<file path="src/rtl/channel_select_ctrl.sv">
// channel_select_ctrl
//
// Selects the ADC channel that the SPI ADC controller converts. The board
// DIP-switch address and the scan-enable switch are synchronised and
// debounced. A two-process FSM (MANUAL / SCAN / PEND) sends a new address
// to the SPI controller only while spi_busy is low.
//
// Optional auto-scan build macro: CHSEL_AUTOSCAN_EN
//   defined   : the SCAN state, the dwell counter, the scan_en debounce and
//               the scan_mask walk are built. In SCAN the channel moves
//               round-robin over scan_mask after DWELL_CONV conversions.
//   undefined : the FSM uses only MANUAL and PEND. scan_en, scan_mask and
//               conv_done are ignored, and scan_active stays 0.
//
// Handshake: spi_busy high means the SPI controller is mid-conversion.
// ch_addr_to_spi is held stable while it is high. ch_update pulses for one
// cycle on the cycle that ch_addr_to_spi takes a new value. No other
// handshake exists.
//
// Ports
//   clk, resetn     : clock and synchronous active-low reset
//   sw_addr         : raw DIP-switch channel address (asynchronous)
//   scan_en         : raw DIP switch that selects auto-scan (asynchronous)
//   scan_mask       : channels included in the scan (clk domain)
//   spi_busy        : SPI controller busy; the address must not change
//   conv_done       : one-cycle pulse for each completed conversion
//   ch_addr_to_spi  : active channel address
//   ch_update       : one-cycle pulse when ch_addr_to_spi changes
//   scan_active     : high in SCAN, or in PEND entered from SCAN
//   led             : one-hot indication of the active channel
//   state_dbg       : current FSM state encoding, for observation
module channel_select_ctrl #(
    parameter int NUM_CH     = 8,
    parameter int ADDR_W     = 3,
    parameter int DEB_CYCLES = 50000,
    parameter int DWELL_CONV = 16
) (
    input  logic              clk,
    input  logic              resetn,
    input  logic [ADDR_W-1:0] sw_addr,
    input  logic              scan_en,
    input  logic [NUM_CH-1:0] scan_mask,
    input  logic              spi_busy,
    input  logic              conv_done,
    output logic [ADDR_W-1:0] ch_addr_to_spi,
    output logic              ch_update,
    output logic              scan_active,
    output logic [NUM_CH-1:0] led,
    output logic [1:0]        state_dbg
);

    typedef enum logic [1:0] {
        ST_MANUAL = 2'd0,
        ST_SCAN   = 2'd1,
        ST_PEND   = 2'd2
    } state_t;

    localparam int DEB_W = (DEB_CYCLES > 1) ? $clog2(DEB_CYCLES) : 1;
    localparam logic [DEB_W-1:0] DEB_MAX = DEB_W'(DEB_CYCLES - 1);

    // ---------------- switch address: sync + debounce ----------------
    logic [ADDR_W-1:0] sw_s1_q, sw_s2_q;
    logic [ADDR_W-1:0] sw_cand_q, sw_cand_d;
    logic [DEB_W-1:0]  sw_cnt_q, sw_cnt_d;
    logic [ADDR_W-1:0] sw_stable_q, sw_stable_d;
    logic              sw_valid;

    // The counter saturates at DEB_MAX. The stable value is loaded on the
    // cycle the count reaches it, so the switch edge shows up in sw_stable
    // 2+DEB_CYCLES cycles later.
    always_comb begin
        sw_cand_d   = sw_cand_q;
        sw_cnt_d    = sw_cnt_q;
        sw_stable_d = sw_stable_q;
        if (sw_s2_q != sw_cand_q) begin
            sw_cand_d = sw_s2_q;
            sw_cnt_d  = '0;
        end else if (sw_cnt_q != DEB_MAX) begin
            sw_cnt_d = sw_cnt_q + DEB_W'(1);
        end
        if (sw_cnt_d == DEB_MAX) sw_stable_d = sw_cand_d;
    end

    // An address with no channel behind it is never taken as a target.
    assign sw_valid = (32'(sw_stable_q) < 32'(NUM_CH));

    // ---------------- FSM registers ----------------
    state_t            state_q, state_d;
    logic              origin_scan_q, origin_scan_d;
    logic [ADDR_W-1:0] target_q, target_d;
    logic [ADDR_W-1:0] ch_addr_q, ch_addr_d;
    logic              ch_update_q, ch_update_d;
    logic              scan_active_q, scan_active_d;
    logic [NUM_CH-1:0] led_q, led_d;
    logic              scan_go;

`ifdef CHSEL_AUTOSCAN_EN
    localparam int DWELL_W = $clog2(DWELL_CONV + 1);

    logic              scan_s1_q, scan_s2_q;
    logic              scan_cand_q, scan_cand_d;
    logic [DEB_W-1:0]  scan_cnt_q, scan_cnt_d;
    logic              scan_stable_q, scan_stable_d;
    logic [DWELL_W-1:0] dwell_q, dwell_d, dwell_inc;
    logic              next_found;
    logic [ADDR_W-1:0] next_ch;
    logic [NUM_CH-1:0] mask_rot;
    int                idx;

    always_comb begin
        scan_cand_d   = scan_cand_q;
        scan_cnt_d    = scan_cnt_q;
        scan_stable_d = scan_stable_q;
        if (scan_s2_q != scan_cand_q) begin
            scan_cand_d = scan_s2_q;
            scan_cnt_d  = '0;
        end else if (scan_cnt_q != DEB_MAX) begin
            scan_cnt_d = scan_cnt_q + DEB_W'(1);
        end
        if (scan_cnt_d == DEB_MAX) scan_stable_d = scan_cand_d;
    end

    assign scan_go   = scan_stable_q;
    assign dwell_inc = dwell_q + DWELL_W'(conv_done);

    // Find the first set mask bit above the current channel, wrapping
    // round to bit 0. The current channel is never a candidate.
    always_comb begin
        next_found = 1'b0;
        next_ch    = ch_addr_q;
        idx        = 0;
        mask_rot   = '0;
        for (int i = 1; i < NUM_CH; i++) begin
            idx      = (int'(ch_addr_q) + i) % NUM_CH;
            mask_rot = scan_mask >> ADDR_W'(idx);
            if (!next_found && mask_rot[0]) begin
                next_found = 1'b1;
                next_ch    = ADDR_W'(idx);
            end
        end
    end
`else
    logic unused_scan_inputs;
    assign unused_scan_inputs = ^{scan_en, scan_mask, conv_done};
    assign scan_go = 1'b0;
`endif

    // ---------------- FSM next state / outputs ----------------
    always_comb begin
        state_d       = state_q;
        origin_scan_d = origin_scan_q;
        target_d      = target_q;
        ch_addr_d     = ch_addr_q;
        ch_update_d   = 1'b0;
`ifdef CHSEL_AUTOSCAN_EN
        dwell_d       = dwell_q;
`endif
        case (state_q)
            ST_MANUAL: begin
                if (scan_go) begin
                    state_d = ST_SCAN;
`ifdef CHSEL_AUTOSCAN_EN
                    dwell_d = '0;
`endif
                end else if (sw_valid && (sw_stable_q != ch_addr_q)) begin
                    target_d      = sw_stable_q;
                    origin_scan_d = 1'b0;
                    state_d       = ST_PEND;
                end
            end
`ifdef CHSEL_AUTOSCAN_EN
            ST_SCAN: begin
                if (!scan_go) begin
                    state_d = ST_MANUAL;
                end else if (dwell_inc == DWELL_W'(DWELL_CONV)) begin
                    // The pulse on this cycle counts before the compare. The
                    // counter wraps even when no other channel is eligible.
                    dwell_d = '0;
                    if (next_found && (next_ch != ch_addr_q)) begin
                        target_d      = next_ch;
                        origin_scan_d = 1'b1;
                        state_d       = ST_PEND;
                    end
                end else begin
                    dwell_d = dwell_inc;
                end
            end
`endif
            ST_PEND: begin
                // A manual target follows the switch while we wait. The
                // latest value wins, and if it returns to the current
                // address we leave without a pulse.
                if (!origin_scan_q && sw_valid) target_d = sw_stable_q;
                if (!spi_busy) begin
                    if (target_d != ch_addr_q) begin
                        ch_addr_d   = target_d;
                        ch_update_d = 1'b1;
                    end
                    state_d = origin_scan_q ? ST_SCAN : ST_MANUAL;
                end
            end
            default: state_d = ST_MANUAL;
        endcase
        led_d         = NUM_CH'(1) << ch_addr_d;
        scan_active_d = (state_d == ST_SCAN) || ((state_d == ST_PEND) && origin_scan_d);
    end

    always_ff @(posedge clk) begin
        if (!resetn) begin
            sw_s1_q       <= '0;
            sw_s2_q       <= '0;
            sw_cand_q     <= '0;
            sw_cnt_q      <= '0;
            sw_stable_q   <= '0;
            state_q       <= ST_MANUAL;
            origin_scan_q <= 1'b0;
            target_q      <= '0;
            ch_addr_q     <= '0;
            ch_update_q   <= 1'b0;
            scan_active_q <= 1'b0;
            led_q         <= NUM_CH'(1);
`ifdef CHSEL_AUTOSCAN_EN
            scan_s1_q     <= 1'b0;
            scan_s2_q     <= 1'b0;
            scan_cand_q   <= 1'b0;
            scan_cnt_q    <= '0;
            scan_stable_q <= 1'b0;
            dwell_q       <= '0;
`endif
        end else begin
            sw_s1_q       <= sw_addr;
            sw_s2_q       <= sw_s1_q;
            sw_cand_q     <= sw_cand_d;
            sw_cnt_q      <= sw_cnt_d;
            sw_stable_q   <= sw_stable_d;
            state_q       <= state_d;
            origin_scan_q <= origin_scan_d;
            target_q      <= target_d;
            ch_addr_q     <= ch_addr_d;
            ch_update_q   <= ch_update_d;
            scan_active_q <= scan_active_d;
            led_q         <= led_d;
`ifdef CHSEL_AUTOSCAN_EN
            scan_s1_q     <= scan_en;
            scan_s2_q     <= scan_s1_q;
            scan_cand_q   <= scan_cand_d;
            scan_cnt_q    <= scan_cnt_d;
            scan_stable_q <= scan_stable_d;
            dwell_q       <= dwell_d;
`endif
        end
    end

    assign ch_addr_to_spi = ch_addr_q;
    assign ch_update      = ch_update_q;
    assign scan_active    = scan_active_q;
    assign led            = led_q;
    assign state_dbg      = state_q;

endmodule

</file>
<file path="config.mk">
export PLATFORM = sky130hd
export DESIGN_NAME = channel_select_ctrl
export DESIGN_NICKNAME = d
export VERILOG_FILES = /design/src/rtl/channel_select_ctrl.sv
export SDC_FILE = /design/constraint.sdc
export NUM_CORES = 1
export LEC_CHECK = 0
export ABC_AREA = 1
export CAP_MARGIN = 20
export CORE_MARGIN = 1
export CORE_UTILIZATION = 35
export CTS_BUF_LIST = sky130_fd_sc_hd__clkbuf_8
export DETAILED_ROUTE_END_ITERATION = 6
export REMOVE_ABC_BUFFERS = 1
export SYNTH_ARGS = -nofsm -noshare
export SYNTH_HDL_FRONTEND = slang
export SYNTH_SLANG_ARGS = --single-unit
</file>
<file path="constraint.sdc">
create_clock -name clk -period 3.25 [get_ports clk]
set_input_delay 0.65 -clock clk [delete_from_list [all_inputs] [get_ports clk]]
set_output_delay 0.65 -clock clk [all_outputs]
set_load 0.01 [all_outputs]
</file>
# After elaboration in Yosys (flattened, before gate mapping)
# Cells that the tools add are included.
# word_totals
regBits	47
out_inout_bits	15
elab_cells	48
input_bits	16
# op_classes
reduce_logical	6
n_addsub	1
n_shift	1
bitwise_logic	2
n_eq_ne	9
muxes	17
# ops
operator	count
$mux 16	2
$mux 3	7
$add 16x1->16 const B	1
$eq 16x16->1 const B	1
$ne 16x16->1 const B	1
$ne 3x3->1	3
$shl 1x3->8 const A	1
$pmux 3 s2	1
$eq 2x2->1 const B	2
$mux 1	4
$mux 2	2
$pmux 2 s2	1
$reduce_or 3->1	1
$eq 2x1->1 const B	1
$logic_not 2->1	1
$ne 2x2->1 const B	1
$not 1->1	2
$reduce_and 2->1	1
$reduce_bool 2->1	1
$logic_and 1x1->1	1
$logic_or 1x1->1	1

# Longest topological paths before layout
# Gate-level depths: netlist of the first run.
# logic_depth
word_depth	7
mapped_depth	13
mapped_depth_nobuf	13

# Least setup slack after synthesis of the first run
# Ideal clock, no wire load.
# synth_timing
kind	flip-flop to flip-flop
from	register sw_cnt_q[0]
to	register sw_stable_q[2]
synth_period_minus_slack_ns	1.679
path_stages_with_launch	13
path_buffers	0
required_ns	3.118
slack_ns	1.571
arrival_time_ns	1.547
setup_ns	0.132
cell_sequence	dfxtp_1 ha_1 nand3_4 nor2_4 nand2_2 o21ai_1 nand2_1 nor2_1 nand2_1 nor2_4 nand2_1 nand2_1 a21oi_1
# synth_between
elab_chain_cells	4
elab_cells_between_ends	5
classes_between	add/sub: 1; eq/ne: 2; mux: 2
# synth_lines
item	line	source
start, declared	64	logic [DEB_W-1:0] sw_cnt_q, sw_cnt_d;
start signal, assigned	234	sw_cnt_q <= sw_cnt_d;
$add 16x1->16 or $ne 16x16->1 (tied branches)	79, 78	
$mux 16 (*)	78	end else if (sw_cnt_q != DEB_MAX) begin
$mux 16 (*)	75	if (sw_s2_q != sw_cand_q) begin
$eq 16x16->1 (*)	81	if (sw_cnt_d == DEB_MAX) sw_stable_d = sw_cand_d;
end signal, assigned	235	sw_stable_q <= sw_stable_d;
end, declared	65	logic [ADDR_W-1:0] sw_stable_q, sw_stable_d;
# Every way passes the cells marked *; elsewhere a longest branch is shown, timed or not.
# A chain may end at the register's enable or synchronous reset.

# Worst setup path in the final report of the first run
# Ends and elaborated chain as after synthesis.

==> flow_summary.toml, run 1 <==
[critical_path]
cp-end-kind = "flop"
worst-setup-path-type = "reg2reg"
crit_required_ps = 3430
arrival_ps = 2130
r2r-end = "sw_stable_q[2]"
cp_max_fo = 5
r2r_setup_slack_ps = 1300
r2r_start = "sw_cnt_q[0]"
worstSetupStartpointType = "flop"
r2r_cells = 12

[routing]
post_drt_wl_per_cell_um = 10.39
route.detailed.drc = 0
drt-initial-drc-count = 93
drt_pass1_iterations = 4
avgViaCountPerCell = 4.557
drt_wl_total_um = 4220
final_antenna_net_count = 0
vias = 1850

[finish]
final_cell_mix = "nand2_1, nor2_1, dfxtp_1"
nNetsFinal = 347
layout_commonest_cell = "nand2_1"
antenna_cells = 0
layout.cells.non_filler = 406
syn2layout_area_growth_pct = 18.39
drive_gt1_share_pct = 7.251

[power_and_ir_drop]
ir_drop_mv = 0.2271
cellPowerDensity_mw_per_mm2 = 419.7
p_leak_nw = 1.024

[min_path]
worst_hold_path_type = "reg2reg"
hold_start = "sw_s1_q[1]"
hold_path_depth = 2
holdPathEnd = "sw_s2_q[1]"

[clocking]
cts_hold_buf = 0
clk_latency_ps = 290
post-cts-setup-buffer-count = 0
cts_root_buffer = "clkbuf_8"
htree_levels = 2
clk_pin_slew_ps = 90
cts_tree = "done"
cts_buffers = 5
cts.sinks = 47
clockBufferDepth = 2
postCtsResizedCells = 0

[floorplan]
die_w_um = 80.51
fp.coreArea_mm2 = 0.005921
initial_core_util_pct = 36.43
die_area_mm2 = 0.006481
die_h_um = 80.51
top_level_ports = 31
num_rows = 28

[grt]
grt_pass1_wl_um = 7562
grt_usage_pct = 14.99
grt_overflow = 0
antenna_found_initial = 0
grt_max_degree = 24
first_global_vias = 1718

[yosys]
yosysWarnings = 0
synthDistinctLibCells = 25
syn_avg_cell_area_um2 = 7.049
synth_top_area_cell = "dfxtp_1"
synth_seq_area_share_pct = 43.62
ys_ff_latch = 47
synthCells = 306
synth_top_area_share_pct = 43.62
synthTopCellsByArea = "dfxtp_1, nand2_1, nor2_1, inv_1, nand3_1"
syn-cell-area_mm2 = 0.002157

[timing]
fin_crit_sh_pct = 60.06
hold_viol_final = 0
tns_ps = 0
skew_ps = 4.142
tightest_slew_ps = 603.5
fmax_mhz = 512.3
finalWorstSetupSlack_ps = 1298
whs_ps = 417.0
finalSetupViolCount = 0
relSlewSlack_pct = 59.46
rsz0062_at_grt = "false"
fin_crit_ps = 1952
maxSlewViolCount = 0

[run_status]
outcome = "finished clean"

[job]
drv_cap = 0

[placed_design]
post-dp-hpwl_um = 3170
placed_cells = 398
place_ws_ps = 971.1
portBuffers = 20
globalplace.congestion = 0.7477
-- synth_stat cells (all sizes together) --
cell type	n
clkinv	1
xor2	4
nand2	83
xnor2	6
nor2	63
clkbuf	3
dfxtp	47
inv	40
nand3	24
buf	1
o311a	1
mux2i	2
ha	1
a21oi	9
a22oi	1
nor3	5
nand4	5
nand3b	1
o21ai	9
-- layout make-up --
class,count,area (um2)
inverter,41,153.9
fill,607,3367
tap,75,93.84
clock buffer,6,82.58
timing repair buffer,21,207.7
sequential,47,940.9
clock inverter,2,35.03
multi-input combinational,214,1040
-- registers in the layout, summed over array words and instances (netlist names) --
register / flops
sw_s2_q: 3
target_q: 3
scan_active: 1
led: 8
origin_scan_q: 1
sw_s1_q: 3
sw_cand_q: 3
state_dbg: 2
ch_update: 1
sw_stable_q: 3
sw_cnt_q: 16
ch_addr_to_spi: 3
-- through the flow --
stage	utilization (%)	area, um2	total power [W]
final	43.13	2554	0.001072
after floorplan	-	2135	0.0006281
after CTS	43.13	2554	0.001090
after detailed placement	41.15	2436	0.0006467
after global placement	41.15	2436	0.0006459
after global routing	43.13	2554	0.001121
-- cells by family after synthesis --
family | share of synthesized area (%)
simple gates | 37.65
flops | 43.62
buf+inv | 8.178
compound gates | 4.988
xor+xnor | 4.060
mux | 0.9281
fa+ha+maj | 0.5800
-- how the worst max path moves through the flow --
stage	from	endpoint	cells after the start
2_1_floorplan	sw_cnt_q[0]	sw_stable_q[2]	12
3_3_place_gp	resetn	led[4]	5
3_5_place_dp	resetn	led[4]	5
4_1_cts	sw_cnt_q[0]	sw_stable_q[2]	12
5_1_grt	sw_cnt_q[1]	sw_stable_q[0]	12
6_report	sw_cnt_q[0]	sw_stable_q[2]	12
-- routing by layer --
layer | up-vias | share of wire, % | global-route usage [%] | routed length, um
met5 | - | 0 | 0 | 0
met4 | 0 | 0.66 | 3.214 | 28
met3 | 4 | 5.0 | 3.977 | 212
met2 | 34 | 47 | 26.27 | 1989
met1 | 815 | 47 | 18.16 | 1989
li1 | 997 | - | - | -
-- where the power goes --
part | total, W | switching [W] | internal, W
Sequential | 0.000588 | 0.00000549 | 0.000582
Combinational | 0.0000446 | 0.0000287 | 0.0000159
Clock | 0.000439 | 0.000190 | 0.000249
-- critical path, stage by stage, from the launching register on --
cell and delay, ps:
dfxtp_1 410, ha_1 270, nand3_4 140, nor2_4 160, nand2_2 100, nand2_1 80
nand3_1 80, nor2_1 160, nand2_1 110, nor2_4 120, nand2_1 100, nand2_1 70
a21oi_1 50
No activity file was read; power rests on OpenSTA's default activity.
==> run 2, diff against run 1 <==
==> constraint.sdc (replaced) <==
create_clock -name clk -period 1.84 [get_ports clk]
set_input_delay 0.368 -clock clk [delete_from_list [all_inputs] [get_ports clk]]
set_output_delay 0.368 -clock clk [all_outputs]
set_load 0.01 [all_outputs]
==> run 2 against run 1 <==
Against the previous run:
- die area stayed put
- worst hold slack got worse by 6.8 ps
- final area is 11% higher
- register-to-register slack worse by 1200 ps
- first-iteration DRC count shrank 19%
- count of clock-buffer cells in the layout is the same
- critical path depth down 1
- cell count grew 3.9%
- sequential share of layout area decreased by 2.9 points
- non-clock buffer count is 15 higher
- via count up 3.8%
- worst setup slack worse by 1200 ps
- critical path type unchanged
- largest power group unchanged
==> flow_summary.toml, run 2 (synthesis results as in run 1) <==
[run_status]
outcome = "finished clean"

[floorplan]
top_level_ports = 31
fp.coreArea_mm2 = 0.005921
initial_core_util_pct = 36.43
die_w_um = 80.51
die_h_um = 80.51
num_rows = 28
die_area_mm2 = 0.006481

[timing]
fin_crit_sh_pct = 92.57
skew_ps = 2.138
fmax_mhz = 587.1
relSlewSlack_pct = 75.83
maxSlewViolCount = 0
tns_ps = 0
hold_viol_final = 0
finalWorstSetupSlack_ps = 136.7
whs_ps = 410.2
tightest_slew_ps = 352.4
fin_crit_ps = 1703
finalSetupViolCount = 0

[grt]
grt_overflow = 0
top_usage_layer = "met2"
grt_max_degree = 24
first_global_vias = 1790
met3_usage_pct = 4.545
antenna_found_initial = 0
grt_pass1_wl_um = 7693
met1_usage_pct = 18.01
grt_use_met2_pct = 25.93
grt_usage_pct = 15.29

[min_path]
worst_hold_path_type = "reg2reg"
hold_path_depth = 2
hold_start = "sw_s1_q[1]"
holdPathEnd = "sw_s2_q[1]"

[clocking]
clockBufferDepth = 2
cts_hold_buf = 0
clk_pin_slew_ps = 80
cts_buffers = 5
clk_latency_ps = 300
cts_tree = "done"
cts_root_buffer = "clkbuf_8"
htree_levels = 2
cts.sinks = 47

[finish]
antenna_cells = 0
syn2layout_area_growth_pct = 30.97
nNetsFinal = 363
fillers = 608
top_register = "sw_cnt_q"
final_cell_mix = "nand2_1, nor2_1, inv_1"
drive_gt1_share_pct = 21.33
layout_commonest_cell = "nand2_1"
final_area_mm2 = 0.002825
layout.cells.non_filler = 422
largest_reg_flops = 16

[critical_path]
cp.depth = 11
worst-setup-path-type = "reg2reg"
r2r-end = "sw_stable_q[0]"
worstSetupStartpointType = "flop"
max_stage_delay_ps = 350
slowest_stage = "dfxtp_2"
worstPathCellList = "xnor2_2 -> nand2_2 -> nor2_4 -> buf_12 -> nand3_2 -> nor2_1 -> nand2_1 -> nor2_4 -> nand2_2 -> nand2_1 -> a21oi_1"
r2r_setup_slack_ps = 140
critPathBufInv = 1
arrival_ps = 1890
r2r_start = "sw_s2_q[0]"
crit_required_ps = 2020
cp_max_fo = 5
cp-end-kind = "flop"
crit_family = "simple AND/OR/NAND/NOR gates"
r2r_cells = 11

[routing]
drt_pass1_iterations = 4
vias = 1920
drt_wl_total_um = 4741
avgViaCountPerCell = 4.550
route.detailed.drc = 0
drt-initial-drc-count = 75
post_drt_wl_per_cell_um = 11.23
final_antenna_net_count = 0

[placed_design]
post-dp-hpwl_um = 3328
placed_cells = 409
place_ws_ps = -8.643
globalplace.congestion = 0.7912
dpl_cell_area_mm2 = 0.002519
portBuffers = 20

[job]
drv_cap = 0

[power_and_ir_drop]
cellPowerDensity_mw_per_mm2 = 693.4
p_leak_nw = 1.128
ir_drop_mv = 0.3876
run 2: worst register-to-register path: cells and delay by family, from the launching register on:
kind	cells	cell delay (ps)
simple gates	8	870
buf+inv	1	140
flops	1	350
compound gates	1	50
xor+xnor	1	180
run 2: power breakdown:
group	internal [W]	total (W)	switching (W)
registers	0.00103	0.00104	0.00000991
clock network	0.000440	0.000784	0.000344
logic	0.0000623	0.000136	0.0000733
total	0.00153	0.00196	0.000427
run 2: layout make-up:
class                           count  area (um2)  area share, %
Clock buffer                        6       82.58          2.923
Multi-Input combinational cell    215        1165          41.23
Sequential cell                    47       958.4          33.92
Timing Repair Buffer               36       336.6          11.91
Tap cell                           75       93.84          3.322
Inverter                           41       153.9          5.447
Clock inverter                      2       35.03          1.240
run 2: how the worst max path moves through the flow:
| stage | from | end |
|---|---|---|
| finish | sw_s2_q[0] | sw_stable_q[0] |
| floorplan | sw_cnt_q[0] | sw_stable_q[2] |
| global placement | sw_cnt_q[0] | sw_stable_q[0] |
| global route | sw_cnt_q[1] | sw_stable_q[2] |
| CTS | sw_cnt_q[0] | sw_stable_q[0] |
| detailed placement | sw_cnt_q[0] | sw_stable_q[2] |
run 2: layer usage:
metal	wire [um]	up-vias
met5	0	-
met4	84	0
met3	182	8
met2	2300	28
met1	2173	855
li1	-	1029
run 2: timing repair:
action	in CTS	in global routing
gates cloned	0	1
resized for setup	2	41
buffers inserted	0	4
endpoints found under the setup margin	3	3
pin swaps	0	11
run 2: stage by stage:
step                      utilization [%]  total power, W
after floorplan                         -        0.001109
after global placement              42.54        0.001152
after detailed placement            42.54        0.001152
after CTS                           44.65        0.001935
after global routing                47.72        0.002033
final                               47.72        0.001959
